==> src/rtl/mult_pipe_pkg.sv <==
// Shared widths, rounding constant and helpers for the 16x16 pipelined multiplier.
package mult_pipe_pkg;

  localparam int OP_W   = 16;
  localparam int HALF_W = 8;
  localparam int PP_W   = 18;
  localparam int PROD_W = 32;

  localparam logic [PROD_W-1:0] ROUND_CONST = 32'h0000_8000;

  // Total pipeline latency in CE-qualified clock cycles.
  function automatic int lat(int in_reg, int pipe_reg, int out_reg);
    return in_reg + pipe_reg + out_reg;
  endfunction

  // Sign-extend an 18-bit partial product onto the 32-bit combine adder.
  function automatic logic [PROD_W-1:0] sext_pp(logic [PP_W-1:0] pp);
    return {{(PROD_W-PP_W){pp[PP_W-1]}}, pp};
  endfunction

endpackage

==> src/rtl/mult_pp_9x9.sv <==
// One signed 9x9 partial-product multiplier with an optional CE-gated output register.
module mult_pp_9x9
  import mult_pipe_pkg::*;
#(
  parameter int REG = 1
) (
  input  logic                   clk_i,
  input  logic                   rst_i,
  input  logic                   ce_i,
  input  logic signed [HALF_W:0] a_i,
  input  logic signed [HALF_W:0] b_i,
  output logic signed [PP_W-1:0] p_o
);

  logic signed [PP_W-1:0] a_x;
  logic signed [PP_W-1:0] b_x;
  logic signed [PP_W-1:0] p_d;

  // The 9x9 product always fits in 18 bits, so multiplying at 18 bits is exact.
  assign a_x = PP_W'(a_i);
  assign b_x = PP_W'(b_i);
  assign p_d = a_x * b_x;

  generate
    if (REG != 0) begin : g_reg
      logic signed [PP_W-1:0] p_q;

      // Partial-product register, advancing only with the shared clock enable.
      always_ff @(posedge clk_i or posedge rst_i) begin
        if (rst_i) begin
          p_q <= '0;
        end else if (ce_i) begin
          p_q <= p_d;
        end
      end

      assign p_o = p_q;
    end else begin : g_comb
      assign p_o = p_d;
    end
  endgenerate

endmodule

==> src/rtl/mult_pipe_16x16.sv <==
// Pipelined 16x16 multiplier built from four 9x9 signed partial products.
// Serves both 16x16 mode and dual 8x8 mode from the same array.
// Build option: define MULT_PIPE_ROUND_EN to add ROUND_CONST to the 32-bit
// product (round-half-up Q15 on MULT_16x16_HI); the 8x8 outputs are unaffected.
module mult_pipe_16x16
  import mult_pipe_pkg::*;
#(
  parameter int IN_REG   = 1,
  parameter int PIPE_REG = 1,
  parameter int OUT_REG  = 1
) (
  input  logic            CLK,
  input  logic            RST,
  input  logic            CE,
  input  logic            VALID_IN,
  input  logic [OP_W-1:0] A,
  input  logic [OP_W-1:0] B,
  input  logic            A_SIGNED,
  input  logic            B_SIGNED,
  output logic [OP_W-1:0] MULT_8x8_TOP,
  output logic [OP_W-1:0] MULT_8x8_BOT,
  output logic [OP_W-1:0] MULT_16x16_HI,
  output logic [OP_W-1:0] MULT_16x16_LO,
  output logic            VALID_OUT
);

  logic [OP_W-1:0] a_s0, b_s0;
  logic            as_s0, bs_s0, v0;

  generate
    if (IN_REG != 0) begin : g_in_reg
      logic [OP_W-1:0] a_q, b_q;
      logic            as_q, bs_q, v0_q;

      // Input capture: data loads on every enabled cycle, valid tracks VALID_IN.
      always_ff @(posedge CLK or posedge RST) begin
        if (RST) begin
          a_q  <= '0;
          b_q  <= '0;
          as_q <= 1'b0;
          bs_q <= 1'b0;
          v0_q <= 1'b0;
        end else if (CE) begin
          a_q  <= A;
          b_q  <= B;
          as_q <= A_SIGNED;
          bs_q <= B_SIGNED;
          v0_q <= VALID_IN;
        end
      end

      assign a_s0  = a_q;
      assign b_s0  = b_q;
      assign as_s0 = as_q;
      assign bs_s0 = bs_q;
      assign v0    = v0_q;
    end else begin : g_in_comb
      assign a_s0  = A;
      assign b_s0  = B;
      assign as_s0 = A_SIGNED;
      assign bs_s0 = B_SIGNED;
      assign v0    = VALID_IN;
    end
  endgenerate

  // High halves carry the operand sign when signed; low halves are always unsigned.
  logic signed [HALF_W:0] ah, al, bh, bl;
  assign ah = {as_s0 & a_s0[OP_W-1], a_s0[OP_W-1:HALF_W]};
  assign al = {1'b0, a_s0[HALF_W-1:0]};
  assign bh = {bs_s0 & b_s0[OP_W-1], b_s0[OP_W-1:HALF_W]};
  assign bl = {1'b0, b_s0[HALF_W-1:0]};

  logic signed [PP_W-1:0] pp_hh, pp_hl, pp_lh, pp_ll;

  mult_pp_9x9 #(.REG(PIPE_REG)) u_pp_hh (
    .clk_i(CLK), .rst_i(RST), .ce_i(CE), .a_i(ah), .b_i(bh), .p_o(pp_hh));
  mult_pp_9x9 #(.REG(PIPE_REG)) u_pp_hl (
    .clk_i(CLK), .rst_i(RST), .ce_i(CE), .a_i(ah), .b_i(bl), .p_o(pp_hl));
  mult_pp_9x9 #(.REG(PIPE_REG)) u_pp_lh (
    .clk_i(CLK), .rst_i(RST), .ce_i(CE), .a_i(al), .b_i(bh), .p_o(pp_lh));
  mult_pp_9x9 #(.REG(PIPE_REG)) u_pp_ll (
    .clk_i(CLK), .rst_i(RST), .ce_i(CE), .a_i(al), .b_i(bl), .p_o(pp_ll));

  logic v1;

  generate
    if (PIPE_REG != 0) begin : g_v1_reg
      logic v1_q;

      // Valid flag alongside the partial-product registers.
      always_ff @(posedge CLK or posedge RST) begin
        if (RST) begin
          v1_q <= 1'b0;
        end else if (CE) begin
          v1_q <= v0;
        end
      end

      assign v1 = v1_q;
    end else begin : g_v1_comb
      assign v1 = v0;
    end
  endgenerate

  logic [PROD_W-1:0] p_d;

  // Combine adder, modulo 2^32; the optional rounding constant rides on the same sum.
  always_comb begin
    p_d = (sext_pp(pp_hh) << 16)
        + ((sext_pp(pp_hl) + sext_pp(pp_lh)) << 8)
        + sext_pp(pp_ll);
`ifdef MULT_PIPE_ROUND_EN
    p_d = p_d + ROUND_CONST;
`endif
  end

  generate
    if (OUT_REG != 0) begin : g_out_reg
      logic [PROD_W-1:0] p_q;
      logic [OP_W-1:0]   top_q, bot_q;
      logic              v2_q;

      // Output register loads data only for valid samples, so outputs stay 0
      // after reset until the first real result and bubbles leave it untouched.
      always_ff @(posedge CLK or posedge RST) begin
        if (RST) begin
          p_q   <= '0;
          top_q <= '0;
          bot_q <= '0;
          v2_q  <= 1'b0;
        end else if (CE) begin
          v2_q <= v1;
          if (v1) begin
            p_q   <= p_d;
            top_q <= pp_hh[OP_W-1:0];
            bot_q <= pp_ll[OP_W-1:0];
          end
        end
      end

      assign MULT_16x16_HI = p_q[PROD_W-1:OP_W];
      assign MULT_16x16_LO = p_q[OP_W-1:0];
      assign MULT_8x8_TOP  = top_q;
      assign MULT_8x8_BOT  = bot_q;
      assign VALID_OUT     = v2_q;
    end else begin : g_out_comb
      assign MULT_16x16_HI = p_d[PROD_W-1:OP_W];
      assign MULT_16x16_LO = p_d[OP_W-1:0];
      assign MULT_8x8_TOP  = pp_hh[OP_W-1:0];
      assign MULT_8x8_BOT  = pp_ll[OP_W-1:0];
      assign VALID_OUT     = v1;
    end
  endgenerate

endmodule

==> config.mk <==
export PLATFORM = sky130hd
export DESIGN_NAME = mult_pipe_16x16
export DESIGN_NICKNAME = d
export VERILOG_FILES = /design/src/rtl/mult_pipe_pkg.sv /design/src/rtl/mult_pp_9x9.sv /design/src/rtl/mult_pipe_16x16.sv
export SDC_FILE = /design/constraint.sdc
export NUM_CORES = 1
export LEC_CHECK = 0
export ABC_AREA = 1
export BUFFER_PORTS_ARGS = -buffer_cell sky130_fd_sc_hd__buf_2
export CORE_UTILIZATION = 55
export DETAILED_ROUTE_END_ITERATION = 10
export HOLD_SLACK_MARGIN = 0.08
export PLACE_DENSITY_LB_ADDON = 0.1
export SLEW_MARGIN = 20
export SYNTH_ARGS = -nofsm -noshare
export SYNTH_HDL_FRONTEND = slang
export SYNTH_SLANG_ARGS = --single-unit
export TNS_END_PERCENT = 30
==> constraint.sdc <==
create_clock -name CLK -period 7.2 [get_ports CLK]
set_input_delay 1.44 -clock CLK [delete_from_list [all_inputs] [get_ports CLK]]
set_output_delay 1.44 -clock CLK [all_outputs]
set_load 0.1 [all_outputs]
==> flow_summary.json, run 1 <==
{
  "ant_nets": 0,
  "fill_cells": 3167,
  "yosysMostFrequentCell": "nand2_1",
  "drc_errors": 0,
  "max_slew_margin_pct": 37.6,
  "grt_pass1_vias": 15500,
  "synthTopCellsByArea": "fa_1 (21%), dfrtp_1 (21%), nand2_1 (14%)",
  "cp_slowest_cell": "dfrtp_1",
  "synth_warnings": 0,
  "maxCapViolCount": 0,
  "synth_seq_cells": 161,
  "grt_pass1_wl_um": 77400,
  "layoutNonFillerInstCount": 3016,
  "grt_max_degree": 88,
  "wirelength_um": 45600,
  "cts.repair.resized": 0,
  "synth_fp_nets": 2971,
  "htree_levels": 4,
  "async_flop_share_pct": 100,
  "worst_pin_slew_ns": 0.935,
  "root_buffer": "clkbuf_16",
  "status": "complete, no violations",
  "cp_num_buf_inv": 5,
  "p_leak_nw": 11.9,
  "synth_top_area_share_pct": 21.5,
  "critPathMaxStageDelay_ns": 0.89,
  "nNetsFinal": 2996,
  "row_count": 67,
  "criticalPathCategory": "reg -> reg",
  "powerDensity_mw_per_mm2": 444,
  "drive_gt1_share_pct": 7.28,
  "synth_edf_count": 0,
  "startpoint_type": "flop",
  "multi_input_area_mm2": 0.0123,
  "fin_ws_ns": 1.74,
  "cts_tree": "built",
  "path_clk_slew_ns": 0.07,
  "diodes": 0,
  "p_total_mw": 9.02,
  "dr.pass1.iters": 5,
  "dp_hpwl_um": 36000,
  "setup_tns_ns": 0,
  "rsz0062_at_grt": "no",
  "cts.sinks": 161,
  "via_count": 15400,
  "final_util_pct": 60.2,
  "regArea_mm2": 0.00403,
  "endpoint_kind": "flop",
  "finalMaxSlewViolations": 0,
  "cp_cell_sequence": "nand2_8, nor2_1, inv_1, fa_1, inv_1, fa_1, fa_1, inv_1, fa_1, fa_1, inv_1, ha_1, nand3_1, nand2_1, inv_1, o21ai_0, a21oi_1, or2_2, a31oi_1",
  "place_area_mm2": 0.0197,
  "period_minus_slack_ns": 5.46,
  "grt_use_total_pct": 27.5,
  "syn2layout_area_growth_pct": 6.92,
  "cts_setup_buffers": 0,
  "postSynthCellCount": 2530,
  "fmax_mhz": 183,
  "grt_overflow": 0,
  "place.gp.congestion": 0.889,
  "postCtsHoldBufs": 0,
  "worst-r2r-setup-slack_ns": 1.74,
  "die_h_um": 188,
  "drt_iter0_markers": 764,
  "final_hold_viol_count": 0,
  "dp_slack_ns": 1.75,
  "start_util_pct": 56.3,
  "holdWs_ns": 0.476,
  "die_w_um": 188,
  "design_area_mm2": 0.0203,
  "dp.cells": 2984,
  "viasPerCell": 5.09,
  "mappedNetlistArea_mm2": 0.0190,
  "cts_buffers": 17,
  "synth_flop_cell": "dfrtp_1",
  "peakVddDrop_mv": 0.381,
  "clock_path_buffers": 2,
  "io_buffer_count": 102,
  "syn_avg_cell_area_um2": 7.52,
  "antenna_found_initial": 0,
  "yosys.area.top_type": "fa_1",
  "ys_types": 46,
  "wl_per_cell_um": 15.1,
  "required_ns": 7.57,
  "fp.dieArea_mm2": 0.0353,
  "setup-violations-final": 0,
  "cp_top_family": "adder cells",
  "yosys-top-cells-count": "nand2_1 (705), inv_1 (587), fa_1 (204)",
  "finalClockSkew_ns": 0.0161,
  "path_max_fanout": 19,
  "cp_data_arrival_time_ns": 5.83,
  "core_mm2": 0.0338,
  "hold_class": "reg -> reg",
  "io_pins": 103,
  "finalCritPeriodShare_pct": 75.8,
  "clock_latency_ns": 0.46,
  "seq_area_frac_synth_pct": 21.2
}
==> cells by family (layout without fill, tap and decap cells) <==
logic type | Yosys count | count (layout) | synth area share (%)
buffers and inverters | 696 | 734 | 14.0
AOI/OAI and AO/OA | 255 | 255 | 7.37
xor gates and xnor gates | 48 | 48 | 2.21
and+or+nand+nor | 967 | 967 | 20.6
DFF | 161 | 161 | 21.2
adders and majority gates | 403 | 403 | 34.6
==> routing by layer <==
| layer | global-route usage [%] | share of wire [%] | vias up |
|---|---|---|---|
| met4 | 8.85 | 2.5 | 0 |
| met3 | 4.44 | 5.4 | 65 |
| met2 | 44.0 | 46 | 423 |
| li1 | - | - | 7650 |
| met5 | 0 | 0 | - |
| met1 | 38.2 | 46 | 7227 |
==> worst paths after layout <==
kind	from	endpoint	cells after the start
max in group asynchronous	RST	u_pp_lh.p_o[15]$_DFFE_PP0P_	3
setup reg to reg	a_s0[15]$_DFFE_PP0P_	u_pp_hh.p_o[11]$_DFFE_PP0P_	19
min in group asynchronous	RST	u_pp_ll.p_o[11]$_DFFE_PP0P_	2
setup / recovery	a_s0[15]$_DFFE_PP0P_	u_pp_hh.p_o[11]$_DFFE_PP0P_	19
hold reg to reg	VALID_OUT$_DFFE_PP0P_	VALID_OUT$_DFFE_PP0P_	2
hold / removal	VALID_OUT$_DFFE_PP0P_	VALID_OUT$_DFFE_PP0P_	2
==> flip-flops by register name, summed over array words and instances, names as in the netlist, 8 cells and up <==
register,count
u_pp_ll.p_o,16
u_pp_hl.p_o,18
MULT_8x8_TOP,16
u_pp_hh.p_o,16
u_pp_lh.p_o,18
a_s0,16
MULT_8x8_BOT,8
g_out_reg.p_q,32
b_s0,16
==> worst register-to-register path: cells and delay by family, from the launching register on <==
| kind | cells | cell delay [ns] |
|---|---|---|
| flops | 1 | 0.89 |
| compound gates | 3 | 0.37 |
| buf+inv | 5 | 0.32 |
| simple gates | 5 | 0.97 |
| fa+ha+maj | 6 | 2.83 |
==> cells in the final DEF, fill, tap and decap left out, types with 6 or more instances in the layout <==
master,count
ha_1,199
o21bai_1,9
or2_2,12
o21ai_1,8
xnor2_1,24
inv_1,586
inv_8,6
nand2_1,704
clkbuf_16,17
buf_4,11
nand2_2,10
fa_1,204
nor2_1,114
buf_2,101
xor2_1,24
nor3_1,12
a21oi_1,62
nand3_1,77
o21ai_0,130
dfrtp_1,161
a31oi_1,23
nand4_1,24
==> area by class of cell <==
type                       instances  area share (%)
multi-input combinational       1673            60.6
sequential                       161            19.8
tap                              448            2.76
clock buffer                      17            2.09
inverter                         590            10.9
timing repair buffer             112            2.89
clock inverter                    15           0.935
==> power breakdown <==
group	leakage, nW	internal (mW)	switching, mW
Clock	0.302	0.502	0.465
Sequential	1.99	1.21	0.333
Combinational	9.65	2.04	4.47
Total	11.9	3.75	5.27
(Power assumes the default switching activity.)
==> inputs of run 2 (changes only) <==
==> constraint.sdc (replaced) <==
create_clock -name CLK -period 4.4 [get_ports CLK]
set_input_delay 0.88 -clock CLK [delete_from_list [all_inputs] [get_ports CLK]]
set_output_delay 0.88 -clock CLK [all_outputs]
set_load 0.1 [all_outputs]
==> run 2 against run 1 <==
Effect of this change:
- the flow now finishes with violations (negative setup slack)
- critical path type unchanged
- critical endpoint unchanged
- first-iteration DRC count increased by 52%
- global-route usage is 1.7 points higher
- core utilization increased by 6.5 points
- wire length is 7.8% higher
- non-clock buffer count up 184
- combinational power rose by 97%
- clock-buffer cell count is 1 higher
- sequential power up 55%
==> flow_summary.json, run 2 (synthesis gave the netlist of run 1 again) <==
{
  "status": "finished with violations",
  "violations": "negative setup slack",
  "viasPerCell": 5.04,
  "nNetsFinal": 3180,
  "setup-violations-final": 7,
  "max_slew_margin_pct": 37.1,
  "ff2ff_path_depth": 18,
  "grt_pass1_wl_um": 82500,
  "htree_levels": 4,
  "finalCritPeriodShare_pct": 103,
  "cts_buffers": 17,
  "fin_ws_ns": -0.130,
  "gr-usage-met3_pct": 4.25,
  "path_clk_slew_ns": 0.07,
  "cp_data_arrival_time_ns": 4.90,
  "clock_latency_ns": 0.45,
  "criticalPathCategory": "reg -> reg",
  "final_util_pct": 66.7,
  "dp_hpwl_um": 39000,
  "drt_iter0_markers": 1165,
  "drive_gt1_share_pct": 18.0,
  "startpoint_type": "flop",
  "wl_per_cell_um": 15.4,
  "core_mm2": 0.0338,
  "cts.sinks": 161,
  "final_common_cell": "nand2_1",
  "drc_errors": 0,
  "clock_path_buffers": 2,
  "period_minus_slack_ns": 4.53,
  "min_path_cells": 2,
  "die_w_um": 188,
  "root_buffer": "clkbuf_16",
  "io_buffer_count": 102,
  "syn2layout_area_growth_pct": 18.4,
  "start_util_pct": 56.3,
  "maxCapViolCount": 0,
  "powerDensity_mw_per_mm2": 741,
  "fp.dieArea_mm2": 0.0353,
  "grt_pass1_vias": 16700,
  "dp_slack_ns": -0.314,
  "io_pins": 103,
  "use_met1_pct": 38.6,
  "grt.busiest_layer": "met2",
  "via_count": 16100,
  "grt_use_total_pct": 29.3,
  "regMostFlops": "g_out_reg.p_q",
  "largest_reg_flops": 32,
  "antenna_found_initial": 0,
  "place.gp.congestion": 0.928,
  "finalMaxSlewViolations": 0,
  "grt_use_met2_pct": 50.5,
  "grt_overflow": 0,
  "peakVddDrop_mv": 0.657,
  "postCtsHoldBufs": 0,
  "finalClockSkew_ns": 0.0129,
  "cts_tree": "built",
  "final_hold_viol_count": 0,
  "grt_max_degree": 162,
  "endpoint_kind": "flop",
  "hold_class": "reg -> reg",
  "worst_pin_slew_ns": 0.942,
  "diodes": 0,
  "die_h_um": 188,
  "row_count": 67,
  "path_max_fanout": 3,
  "rsz0062_at_grt": "yes",
  "wirelength_um": 49200,
  "p_leak_nw": 12.9,
  "dr.pass1.iters": 5,
  "fmax_mhz": 221,
  "required_ns": 4.77,
  "mostFrequentLayoutCells": "nand2_1 (693), inv_1 (563), fa_1 (197), ha_1 (172), buf_4 (167)",
  "ant_nets": 0
}
[run 2: layout make-up]
class | instances | area (um2)
Tap cell | 448 | 561
Inverter | 590 | 2230
Clock inverter | 14 | 158
Timing Repair Buffer | 296 | 2180
Sequential cell | 161 | 4050
Multi-Input combinational cell | 1673 | 12900
Fill cell | 2974 | 11300
Clock buffer | 18 | 429
[run 2: path summary, 6_finish.rpt]
kind	end	slack (ns)	start
setup / recovery	u_pp_hh.p_o[11]$_DFFE_PP0P_	-0.13	a_s0[15]$_DFFE_PP0P_
hold / removal	VALID_OUT$_DFFE_PP0P_	0.47	VALID_OUT$_DFFE_PP0P_
setup reg to reg	u_pp_hh.p_o[11]$_DFFE_PP0P_	-0.13	a_s0[15]$_DFFE_PP0P_
hold reg to reg	VALID_OUT$_DFFE_PP0P_	0.47	VALID_OUT$_DFFE_PP0P_
max in group asynchronous	a_s0[2]$_DFFE_PP0P_	3.01	RST
min in group asynchronous	g_out_reg.p_q[7]$_DFFE_PP0P_	0.64	RST
[run 2: what timing repair did]
item,in CTS,in global routing
setup buffers,10,10
pin swaps,41,56
resized for setup,85,89
endpoints found under the setup margin,28,36
[run 2: critical path, cell delays in order, from the launching register on]
cell and delay (ns):
dfrtp_2 0.43, buf_6 0.14, nand2_2 0.06, fa_1 0.52, inv_2 0.04, fa_1 0.48, fa_1 0.56, inv_2 0.04
fa_1 0.46, fa_1 0.53, inv_2 0.05, ha_4 0.27, nand3_2 0.07, nand2_2 0.10, inv_1 0.07, o21ai_2 0.13
a21oi_2 0.07, or2_2 0.28, a31oi_1 0.15
[run 2: layer usage]
metal  part of all wire, %  vias to the layer above
met1                    45                     7663
met5                     0                        -
li1                      -                     8008
met3                   4.7                       71
met4                   1.9                        0
met2                    48                      392
[run 2: through the flow]
step                power [mW]  cell area, um2  hold slack [ns]  cells  TNS [ns]
finish                    16.7           22500            0.466   3200    -0.502
floorplan                 10.8           19000            0.442   2530     -5.07
global placement          13.9           21100            0.450   3149     -2.84
CTS                       16.0           22000            0.473   3191    -0.713
global route              18.3           22500            0.498   3200     -4.46
detailed placement        14.0           21100            0.454   3149     -4.28
[run 2: where the power goes]
group,internal (mW),switching [mW]
sequential,1.99,0.386
combinational,4.65,8.16
clock,0.764,0.740
